[src/rtl/shift_ser_out_pkg.sv]
// ============================================================================
// Module  : shift_ser_out_pkg
// Purpose : State encoding and sizing helpers shared by the 74LV595 serial
//           transmitter and the future LV165 serial-in controller.
// Revision: 1.0 - initial release
// ============================================================================
`default_nettype none

package shift_ser_out_pkg;

  typedef logic [1:0] state_t;

  localparam state_t ST_IDLE     = 2'd0;
  localparam state_t ST_SHIFT_LO = 2'd1;
  localparam state_t ST_SHIFT_HI = 2'd2;
  localparam state_t ST_LATCH    = 2'd3;

  // Counter width able to hold 0..n-1, never narrower than one bit.
  function automatic int cnt_width(input int n);
    return (n > 1) ? $clog2(n) : 1;
  endfunction

endpackage

`default_nettype wire

[src/rtl/shift_ser_out_tick.sv]
// ============================================================================
// Module  : shift_tick
// Purpose : CLK_DIV phase counter. Raises o_tick on the last cycle of each
//           phase; restarts from zero whenever the controller changes state.
// Revision: 1.0 - initial release
// ============================================================================
`default_nettype none

module shift_tick
  import shift_ser_out_pkg::*;
#(
  parameter int CLK_DIV = 2
) (
  input  logic i_clk,
  input  logic i_reset,
  input  logic i_en,
  input  logic i_clear,
  output logic o_tick
);

  localparam int DIV_W = cnt_width(CLK_DIV);
  localparam logic [DIV_W-1:0] c_last = DIV_W'(CLK_DIV - 1);

  logic [DIV_W-1:0] r_cnt;

  assign o_tick = (r_cnt == c_last);

  // Phase counter: held at zero while disabled, restarts on state entry or phase end.
  always_ff @(posedge i_clk or posedge i_reset) begin
    if (i_reset) begin
      r_cnt <= '0;
    end else if (i_clear || !i_en || o_tick) begin
      r_cnt <= '0;
    end else begin
      r_cnt <= r_cnt + 1'b1;
    end
  end

endmodule

`default_nettype wire

[src/rtl/shift_ser_out.sv]
// ============================================================================
// Module  : shift_ser_out
// Purpose : Parallel-in, serial-out driver for a 74LV595-style register.
//           Shifts one word MSB first on SRCLK, then strobes RCLK. Every
//           pin-facing output comes straight from a flop.
// Revision: 1.0 - initial release
// ============================================================================
`default_nettype none

module shift_ser_out
  import shift_ser_out_pkg::*;
#(
  parameter int WIDTH   = 8,
  parameter int CLK_DIV = 2
) (
  input  logic             i_clk,
  input  logic             i_reset,
  input  logic [WIDTH-1:0] i_data,
  input  logic             i_valid,
  output logic             o_ready,
  output logic             o_ser,
  output logic             o_srclk,
  output logic             o_rclk,
  output logic             o_done
);

  localparam int BIT_W = $clog2(WIDTH);

  generate
    if (WIDTH < 2) begin : g_bad_width
      $error("shift_ser_out: WIDTH must be >= 2");
    end
    if (CLK_DIV < 1) begin : g_bad_div
      $error("shift_ser_out: CLK_DIV must be >= 1");
    end
  endgenerate

  state_t             r_state;
  state_t             w_next_state;
  logic [WIDTH-1:0]   r_shift;
  logic [BIT_W-1:0]   r_bitcnt;
  logic               w_tick;
  logic               w_accept;
  logic               w_advance;
  logic               w_ser_nxt;
  logic               w_ready_nxt;
  logic               w_srclk_nxt;
  logic               w_rclk_nxt;
  logic               w_done_nxt;

  assign w_accept  = (r_state == ST_IDLE) && i_valid;
  // Leaving SHIFT_HI with more bits to send: move to the next bit.
  assign w_advance = (r_state == ST_SHIFT_HI) && w_tick && (r_bitcnt != '0);

  shift_tick #(
    .CLK_DIV (CLK_DIV)
  ) u_tick (
    .i_clk   (i_clk),
    .i_reset (i_reset),
    .i_en    (r_state != ST_IDLE),
    .i_clear (w_next_state != r_state),
    .o_tick  (w_tick)
  );

  // State register.
  always_ff @(posedge i_clk or posedge i_reset) begin
    if (i_reset) begin
      r_state <= ST_IDLE;
    end else begin
      r_state <= w_next_state;
    end
  end

  // Next-state logic: each active phase lasts one full tick period.
  always_comb begin
    w_next_state = r_state;
    case (r_state)
      ST_IDLE:     if (i_valid) w_next_state = ST_SHIFT_LO;
      ST_SHIFT_LO: if (w_tick)  w_next_state = ST_SHIFT_HI;
      ST_SHIFT_HI: if (w_tick)  w_next_state = (r_bitcnt == '0) ? ST_LATCH : ST_SHIFT_LO;
      ST_LATCH:    if (w_tick)  w_next_state = ST_IDLE;
      default:                  w_next_state = ST_IDLE;
    endcase
  end

  // Output decode: pin values for the upcoming cycle, registered below.
  // o_ser only moves when SRCLK is about to go low, giving full setup/hold.
  always_comb begin
    w_ser_nxt   = o_ser;
    if (w_accept) begin
      w_ser_nxt = i_data[WIDTH-1];
    end else if (w_advance) begin
      w_ser_nxt = r_shift[WIDTH-2];
    end
    w_ready_nxt = (w_next_state == ST_IDLE);
    w_srclk_nxt = (w_next_state == ST_SHIFT_HI);
    w_rclk_nxt  = (w_next_state == ST_LATCH);
    w_done_nxt  = (r_state == ST_LATCH) && (w_next_state == ST_IDLE);
  end

  // Pin registers.
  always_ff @(posedge i_clk or posedge i_reset) begin
    if (i_reset) begin
      o_ready <= 1'b1;
      o_ser   <= 1'b0;
      o_srclk <= 1'b0;
      o_rclk  <= 1'b0;
      o_done  <= 1'b0;
    end else begin
      o_ready <= w_ready_nxt;
      o_ser   <= w_ser_nxt;
      o_srclk <= w_srclk_nxt;
      o_rclk  <= w_rclk_nxt;
      o_done  <= w_done_nxt;
    end
  end

  // Word register and bit counter; rotate keeps the next bit at the MSB.
  always_ff @(posedge i_clk or posedge i_reset) begin
    if (i_reset) begin
      r_shift  <= '0;
      r_bitcnt <= '0;
    end else if (w_accept) begin
      r_shift  <= i_data;
      r_bitcnt <= BIT_W'(WIDTH - 1);
    end else if (w_advance) begin
      r_shift  <= {r_shift[WIDTH-2:0], r_shift[WIDTH-1]};
      r_bitcnt <= r_bitcnt - 1'b1;
    end
  end

endmodule

`default_nettype wire

[config.mk]
export PLATFORM = sky130hd
export DESIGN_NAME = shift_ser_out
export DESIGN_NICKNAME = d
export VERILOG_FILES = /design/src/rtl/shift_ser_out_pkg.sv /design/src/rtl/shift_ser_out_tick.sv /design/src/rtl/shift_ser_out.sv
export SDC_FILE = /design/constraint.sdc
export NUM_CORES = 1
export LEC_CHECK = 0
export ABC_CLOCK_PERIOD_IN_PS = 1400
export BUFFER_PORTS_ARGS = -buffer_cell sky130_fd_sc_hd__clkbuf_2
export CAP_MARGIN = 10
export CORE_MARGIN = 4
export CORE_UTILIZATION = 46
export CTS_CLUSTER_SIZE = 8
export DETAILED_ROUTE_END_ITERATION = 6
export GPL_ROUTABILITY_DRIVEN = 0
export PLACE_DENSITY_LB_ADDON = 0.12
export SYNTH_ARGS = -nofsm -noshare
export SYNTH_HDL_FRONTEND = slang
export SYNTH_SLANG_ARGS = --single-unit
[constraint.sdc]
create_clock -name i_clk -period 1.4 [get_ports i_clk]
set_clock_uncertainty 0.1 [all_clocks]
set_input_delay 0.07 -clock i_clk [delete_from_list [all_inputs] [get_ports i_clk]]
set_output_delay 0.07 -clock i_clk [all_outputs]
set_load 0.05 [all_outputs]
==> out/metrics.cfg <==
[routing]
drc=0
first_pass_iters=4
viasPerCell=5.162
drtIter0Drc=7
routedWlPerCell_um=13.51
vias=733
routed_wl_um=1919
drtAntennaViolNets=0

[worst_hold_path]
min_to=r_state[0]
hold_path_startpoint=i_valid
hp-class=primary input to flip-flop
whs_path_depth=3

[run_status]
violations=setup timing
status=finished with violations

[worst_setup_path]
worstPathArrival_ns=1.60
worstPathCellList=inv_2, ha_4, nor2b_4, nor3_4, buf_6, a221o_1
crit_path_max_incr_delay_ns=0.40
r2r_slack_ns=-0.11
critPathRequiredTime_ns=1.49
cp-end-kind=flip-flop
worst-path-buf-inv=2
critPathKind=flip-flop to flip-flop
rr_startpoint=r_bitcnt[0]
worstReg2RegEnd=r_shift[2]
crit_slowest_cell=dfrtp_1
r2r_cells=6
path_delay_family=flip-flops
critPathLaunchType=flip-flop
crit_fanout=3

[final_layout]
final_cell_mix=15 x clkbuf_2, 15 x dfrtp_1, 11 x nand2_1, 10 x buf_4, 9 x dlygate4sd3_1
antennaDiodeCount=0
area_delta_synth_final_pct=38.32
finalNetCount=131
drive_gt1_share_pct=43.59
fin_area_um2=1215
finish.utilization_pct=68.87
fin_cells=142

[power]
ir_drop_uv=1069
p_leak_nw=0.5582
pwr-share-comb_pct=46.7
intPower_mw=1.432
seqPwrFrac_pct=39.4
switchingPower_uw=946.5
fin_total_pwr_mw=2.379
cellPowerDensity_nw_per_um2=1958
p_clk_share_pct=13.9
switching_share_pct=39.79

[floorplanning]
start_util_pct=49.79
core-area_um2=1764
num_io_pins=16
rows=15
die_w_um=51.70
dieArea_um2=2672
die_y_um=51.70

[timing]
rsz0062_at_grt=yes
maxSlewHeadroom_pct=81.35
holdWs_ns=0.1296
post-route-period-util_pct=107.5
setup_viol=10
tns_ns=-0.6020
min_period_ns=1.505
drv_slew=0
hold_viol=0
max_slew.worst_pin.slew_ns=0.2810
fmax_mhz=664.3
layout_setup_ws_ns=-0.1054

[clock_network]
cts-htree-levels=1
cts_tree=done
clock_path_buffers=2
numCtsBuffers=3
cts_setup_buffers=0
clkTransAtPathRegs_ns=0.10
cts-root-buf=clkbuf_4
insertion_delay_ns=0.30
clock_sinks=18

[place]
place_area_um2=1067
dp_worst_setup_slack_ns=-0.1285
dp_cells=129
dp.final_hpwl_um=1336
portBuffers=15

[yosys]
ys_seq_area_share_pct=51.42
synth_cell_types=32
syn_inst=81
yosys_warnings=0
syn_avg_cell_area_um2=10.84
ys_ff_latch=18
ys_top_cells_by_area=dfrtp_1 48%, nand2_1 4.7%, a221o_1 4.6%
syn-cell-area_um2=878.3
synth_fp_nets=94
synth_top_area_share_pct=48.43
yosys.area.top_type=dfrtp_1

[global_route]
antenna_found_initial=0
grt_pass1_vias=763
grt_max_degree=19
grt.total_usage_pct=17.35
overflow=0
grt_pass1_wl_um=3312

[flow_run]
maxCapViolCount=0

==> worst max-delay path by stage <==
stage | from | end | slack (ns) | cells past startpoint
2_1_floorplan | r_bitcnt[0] | r_bitcnt[1] | -0.006 | 4
3_3_place_gp | r_bitcnt[0] | r_shift[4] | -0.09 | 6
3_5_place_dp | r_bitcnt[0] | r_shift[6] | -0.13 | 6
4_1_cts | r_bitcnt[0] | r_shift[6] | -0.11 | 6
5_1_grt | r_bitcnt[0] | r_bitcnt[1] | -0.17 | 5
6_report | r_bitcnt[0] | r_shift[2] | -0.11 | 6
==> cell usage after synthesis <==
| cell type | n |
|---|---|
| and3b_1 | 2 |
| nand2b_1 | 1 |
| nand2_1 | 11 |
| a21boi_0 | 1 |
| inv_1 | 4 |
| buf_6 | 2 |
| nor3_2 | 1 |
| a21oi_2 | 1 |
| a21oi_1 | 2 |
| a31oi_1 | 1 |
| dfstp_2 | 1 |
| or4_1 | 1 |
| or3b_1 | 1 |
| or2_2 | 1 |
| nor3b_1 | 1 |
| and3_2 | 1 |
| nor2_1 | 2 |
| a311oi_1 | 1 |
| nor3b_4 | 1 |
| o21ai_0 | 2 |
| nand3_1 | 4 |
| o211ai_1 | 5 |
| nor4_1 | 1 |
| and2_0 | 1 |
| and2_2 | 4 |
| nor2b_1 | 2 |
| buf_4 | 1 |
| ha_1 | 2 |
| clkbuf_1 | 1 |
| dfrtp_1 | 17 |
| a221o_1 | 4 |
| o31a_2 | 1 |
==> worst register-to-register path, cell delays in order (launching register included) <==
cell and delay [ns]:
dfrtp_1 0.40, inv_2 0.09, ha_4 0.14, nor2b_4 0.17
nor3_4 0.07, buf_6 0.12, a221o_1 0.31
==> timing repair <==
item | in CTS | in global routing
hold buffers | 9 | 0
endpoints found under the hold margin | 26 | 0
pin swaps | 12 | 1
resized for setup | 4 | 4
cloned | 0 | 0
setup endpoints to repair | 12 | 14
==> flip-flops by register name, indices dropped and copies added (netlist names) <==
register / count
r_shift: 7
r_bitcnt: 3
r_state: 2
o_done: 1
o_rclk: 1
o_ready: 1
o_ser: 1
o_srclk: 1
u_tick.o_tick: 1
==> routing by layer <==
metal | part of all wire (%) | wire (um) | up-vias | track usage (%)
met2 | 53 | 1020 | 14 | 31.78
met3 | 3.3 | 63 | 7 | 3.438
met1 | 40 | 777 | 351 | 18.51
met5 | 0 | 0 | - | 0
met4 | 3.0 | 57 | 0 | 9.170
li1 | - | - | 361 | -
==> power groups by stage <==
stage / Combinational, mW / Clock (mW) / Sequential (mW)
floorplan: 0.649 / 0 / 1.04
global placement: 1.03 / 0 / 0.932
detailed placement: 1.06 / 0 / 0.941
CTS: 1.10 / 0.337 / 0.931
global route: 1.23 / 0.363 / 0.967
finish: 1.11 / 0.330 / 0.938
==> logic make-up after synthesis <==
kind of cell	count (synthesis)	synth area share, %
and+or+nand+nor	35	24.36
AOI/OAI and AO/OA	18	15.81
DFF	18	51.43
buffers and inverters	8	5.555
adders and majority gates	2	2.849
==> layout make-up <==
| cell class | count | area (um^2) |
|---|---|---|
| fillers | 144 | 549.3 |
| flip-flops and latches | 18 | 454.2 |
| multi-input cells | 55 | 415.4 |
| repair buffers | 36 | 262.8 |
| clock buffers | 4 | 36.28 |
| well taps | 25 | 31.28 |
| inverters | 4 | 15.01 |
No activity file was read; power rests on OpenSTA's default activity.
